## src/rtl/pwm_period_core.sv

```systemverilog
// PWM period counter and duty comparator. The count is advanced through an
// external adder (cnt_q + step -> sum_in); duty/period are double-buffered.
module pwm_period_core #(
  parameter int N = 5
) (
  input  logic         clk,
  input  logic         rst,
  input  logic         en,
  input  logic [N-1:0] duty_in,
  input  logic [N-1:0] period_in,
  input  logic         load,
  input  logic [N-1:0] sum_in,
  output logic [N-1:0] cnt_q,
  output logic [N-1:0] step,
  output logic         pwm_out,
  output logic         period_end,
  output logic         upd_pending
);

  logic [N-1:0] duty_act, period_act;
  logic [N-1:0] duty_pnd, period_pnd;
  logic         wrap;
  logic         apply;

  assign step  = {{(N-1){1'b0}}, 1'b1};
  assign wrap  = en && (cnt_q == period_act);
  assign apply = wrap && (upd_pending || load);

  // Count register: the adder supplies cnt_q+1, so no local incrementer.
  always_ff @(posedge clk or posedge rst) begin
    if (rst) begin
      cnt_q <= '0;
    end else if (en) begin
      cnt_q <= wrap ? '0 : sum_in;
    end
  end

  // Pending registers capture every load, enabled or not.
  always_ff @(posedge clk or posedge rst) begin
    if (rst) begin
      duty_pnd    <= '0;
      period_pnd  <= '0;
      upd_pending <= 1'b0;
    end else begin
      if (load) begin
        duty_pnd   <= duty_in;
        period_pnd <= period_in;
      end
      if (apply)     upd_pending <= 1'b0;
      else if (load) upd_pending <= 1'b1;
    end
  end

  // A load landing on the wrap cycle bypasses the pending stage.
  always_ff @(posedge clk or posedge rst) begin
    if (rst) begin
      duty_act   <= '0;
      period_act <= '1;
    end else if (apply) begin
      duty_act   <= load ? duty_in   : duty_pnd;
      period_act <= load ? period_in : period_pnd;
    end
  end

  always_ff @(posedge clk or posedge rst) begin
    if (rst) begin
      pwm_out    <= 1'b0;
      period_end <= 1'b0;
    end else begin
      pwm_out    <= en && (cnt_q < duty_act);
      period_end <= wrap;
    end
  end

endmodule
```

## config.mk

```make
export PLATFORM = sky130hd
export DESIGN_NAME = pwm_period_core
export DESIGN_NICKNAME = d
export VERILOG_FILES = /design/src/rtl/pwm_period_core.sv
export SDC_FILE = /design/constraint.sdc
export NUM_CORES = 1
export LEC_CHECK = 0
export CAP_MARGIN = 20
export CORE_AREA = 2 2 55 57
export DETAILED_ROUTE_END_ITERATION = 7
export DIE_AREA = 0 0 57 59
export GPL_TIMING_DRIVEN = 1
export PLACE_DENSITY = 0.86
export SYNTH_ARGS = -nofsm -noshare
export SYNTH_HDL_FRONTEND = slang
export SYNTH_SLANG_ARGS = --single-unit
```

## constraint.sdc

```tcl
create_clock -name clk -period 1.85 [get_ports clk]
set_input_delay 0.37 -clock clk [delete_from_list [all_inputs] [get_ports clk]]
set_output_delay 0.37 -clock clk [all_outputs]
set_load 0.05 [all_outputs]
```

==> results of run 1 <==
==> logic make-up after synthesis <==
group / Yosys count / synth area share
compound gates: 10 / 0.0503
xor+xnor: 5 / 0.0345
fa+ha+maj: 4 / 0.0395
buf+inv: 17 / 0.0711
flops: 28 / 0.558
mux: 20 / 0.178
other cells: 2 / 0.00593
simple gates: 14 / 0.0632
==> final cells by class <==
class,count,share of cell area
Multi-Input combinational cell,58,0.299
Sequential cell,28,0.442
Inverter,10,0.0233
Clock buffer,4,0.0225
Tap cell,31,0.0241
Timing Repair Buffer,33,0.189
==> synth_stat cells <==
cell type  count
buf_4          5
dfrtp_1       23
ha_1           4
clkbuf_1       1
xnor2_1        5
inv_1         10
a22oi_1        1
nor2_1         3
dfstp_2        5
buf_6          1
nand2b_1       1
conb_1         2
nor3_4         1
o21ai_0        2
nand3b_1       1
nand4_2        1
a21o_1         2
o22ai_1        4
mux2_2        20
nand2_1        7
a31oi_1        1
==> layer usage <==
metal  track usage  up-vias  share of wire
li1              -      394              -
met2         0.269       19           0.53
met3        0.0240        0          0.042
met1         0.199      394           0.43
met4        0.0299        0              0
met5             0        -              0
==> worst max-delay path, stage by stage (launching register included) <==
cell,delay (ns)
dfstp_2,0.57
xnor2_1,0.13
nand4_2,0.21
nor3_4,0.21
buf_4,0.18
mux2_2,0.34
==> how the worst min path moves through the flow <==
stage / from / endpoint / slack, ns / depth (start not counted)
after floorplan: rst / cnt_q[0] / 0.43 / 1
after global placement: period_pnd[4] / period_pnd[4] / 0.48 / 1
after detailed placement: period_pnd[3] / period_pnd[3] / 0.48 / 1
after CTS: rst / period_pnd[1] / 0.40 / 3
after global routing: rst / cnt_q[1] / 0.43 / 3
final: rst / period_pnd[1] / 0.40 / 3
==> per-stage QoR <==
stage	total power, µW	hold WS, ns
finish	1850	0.399
global route	1970	0.425
CTS	1880	0.403
detailed placement	1580	0.482
global placement	1540	0.480
floorplan	1380	0.431
==> report_power, final <==
group          internal (µW)  leakage [µW]  total [µW]  switching [µW]
logic                    314      0.000384         659             345
registers                802      0.000323         903             102
clock network            120     0.0000210         292             171
==> state kept, by name, summed over array words and instances, names as in the netlist <==
name	flops
cnt_q	5
duty_act	5
duty_pnd	5
period_act	5
period_pnd	5
period_end	1
pwm_out	1
upd_pending	1
==> impl_metrics.py, run 1 <==
metrics = {
    "die": {
        "core_um2": 2710,
        "die_x_um": 57,
        "start_util": 0.468,
        "ios": 32,
        "die_area_um2": 3360,
        "row_count": 19,
        "die_y_um": 59,
    },
    "sta": {
        "max_freq_mhz": 574,
        "tns_ns": 0,
        "finalHoldViolCount": 0,
        "rsz0062_at_grt": "false",
        "setup_slack_ns": 0.108,
        "min_period_ns": 1.74,
        "finalSetupViolCount": 0,
        "finalClockSkew_ns": 0.00756,
        "fin_crit_sh": 0.942,
        "slew_viol_final": 0,
    },
    "routing": {
        "num_vias": 807,
        "finalWirelength_mm": 2.24,
        "drt_iter0_drc": 11,
        "wire_per_inst_um": 13.7,
        "drcViolationCount": 0,
        "drtAntennaViolNets": 0,
        "via_per_inst": 4.92,
        "drt_pre_antenna_iters": 4,
    },
    "cells_and_area": {
        "drive_above_1_share": 0.376,
        "stdcell_count": 164,
        "n_antenna_cell": 0,
        "fin_util": 0.595,
        "fillers": 233,
        "fin_nets": 157,
        "design_area_um2": 1610,
        "area_growth_pct": 27.1,
        "final_common_cell": "mux2_2",
        "mostFrequentLayoutCells": "20 x mux2_2, 19 x dfrtp_1, 18 x clkdlybuf4s50_1",
        "regArea_um2": 712,
        "multi_input_area_um2": 482,
    },
    "setup_path": {
        "cp-endpoint": "duty_act[2]",
        "worst_setup_path_start_kind": "register",
        "arrival_ns": 1.96,
        "worstSetupPathType": "reg2reg",
        "rrSetupSlack_ns": 0.11,
        "crit_path_max_fanout": 6,
        "crit_required_ns": 2.07,
        "crit_start": "period_act[1]",
        "crit_path_end_kind": "register",
        "reg2reg_from": "period_act[1]",
        "ff2ff_path_depth": 5,
        "worstReg2RegEnd": "duty_act[2]",
    },
    "worst_hold_path": {
        "hold_path.class": "in2async",
    },
    "yosys": {
        "syn_inst": 100,
        "yosys-top-cells-area": "dfrtp_1 45%, mux2_2 18%, dfstp_2 10%, ha_1 3.9%, xnor2_1 3.5%",
        "yosys.area.top_type_share": 0.454,
        "synth_top_area_cell": "dfrtp_1",
        "synth_seq_area_share": 0.558,
        "ys_ff_latch": 28,
        "ys_warn_count": 0,
        "synth_cell_types": 21,
        "syn_avg_cell_area_um2": 12.7,
        "syn_area_um2": 1270,
    },
    "placed_design": {
        "post-place-ws_ns": 0.0238,
        "placed_area_um2": 1580,
        "gp_congestion": 0.755,
        "dp.cells": 160,
        "dp_hpwl_mm": 1.73,
        "port_buffers": 26,
    },
    "clocking": {
        "clock_path_buffers": 2,
        "tritoncts": "built",
        "cts-resized-gates": 0,
        "cts_setup_buffers": 0,
        "root_buffer": "clkbuf_4",
        "path_clk_slew_ns": 0.15,
        "clkLatencyLatePin_ns": 0.32,
        "clkSinkCount": 28,
        "cts_made_buffers": 3,
        "postCtsHoldBufs": 0,
        "h-tree-depth": 1,
    },
    "global_route": {
        "grtUsageTotal": 0.152,
        "grt_antenna_before_repair": 0,
        "first_global_vias": 860,
        "grt_max_degree": 29,
        "grt_overflow": 0,
        "grt_pass1_wl_mm": 3.92,
    },
    "power_and_ir_drop": {
        "powerDensity_nw_per_um2": 1150,
        "p_leak_uw": 0.000728,
        "vdd_drop_max_mv": 0.678,
    },
    "outcome": {
        "status": "finished, final reports clean",
    },
    "job": {
        "max_cap_violations": 0,
    },
}
No activity file was read; power rests on OpenSTA's default activity.
==> run 2, diff against run 1 <==
--- a/config.mk
+++ b/config.mk
@@ -7,6 +7,7 @@
 export LEC_CHECK = 0
 export CAP_MARGIN = 20
 export CORE_AREA = 2 2 55 57
+export CTS_CLUSTER_DIAMETER = 100
 export DETAILED_ROUTE_END_ITERATION = 7
 export DIE_AREA = 0 0 57 59
 export GPL_TIMING_DRIVEN = 1
==> results of run 2 <==
Same layout as run 1: the final DEF is identical, and so are final timing and power.
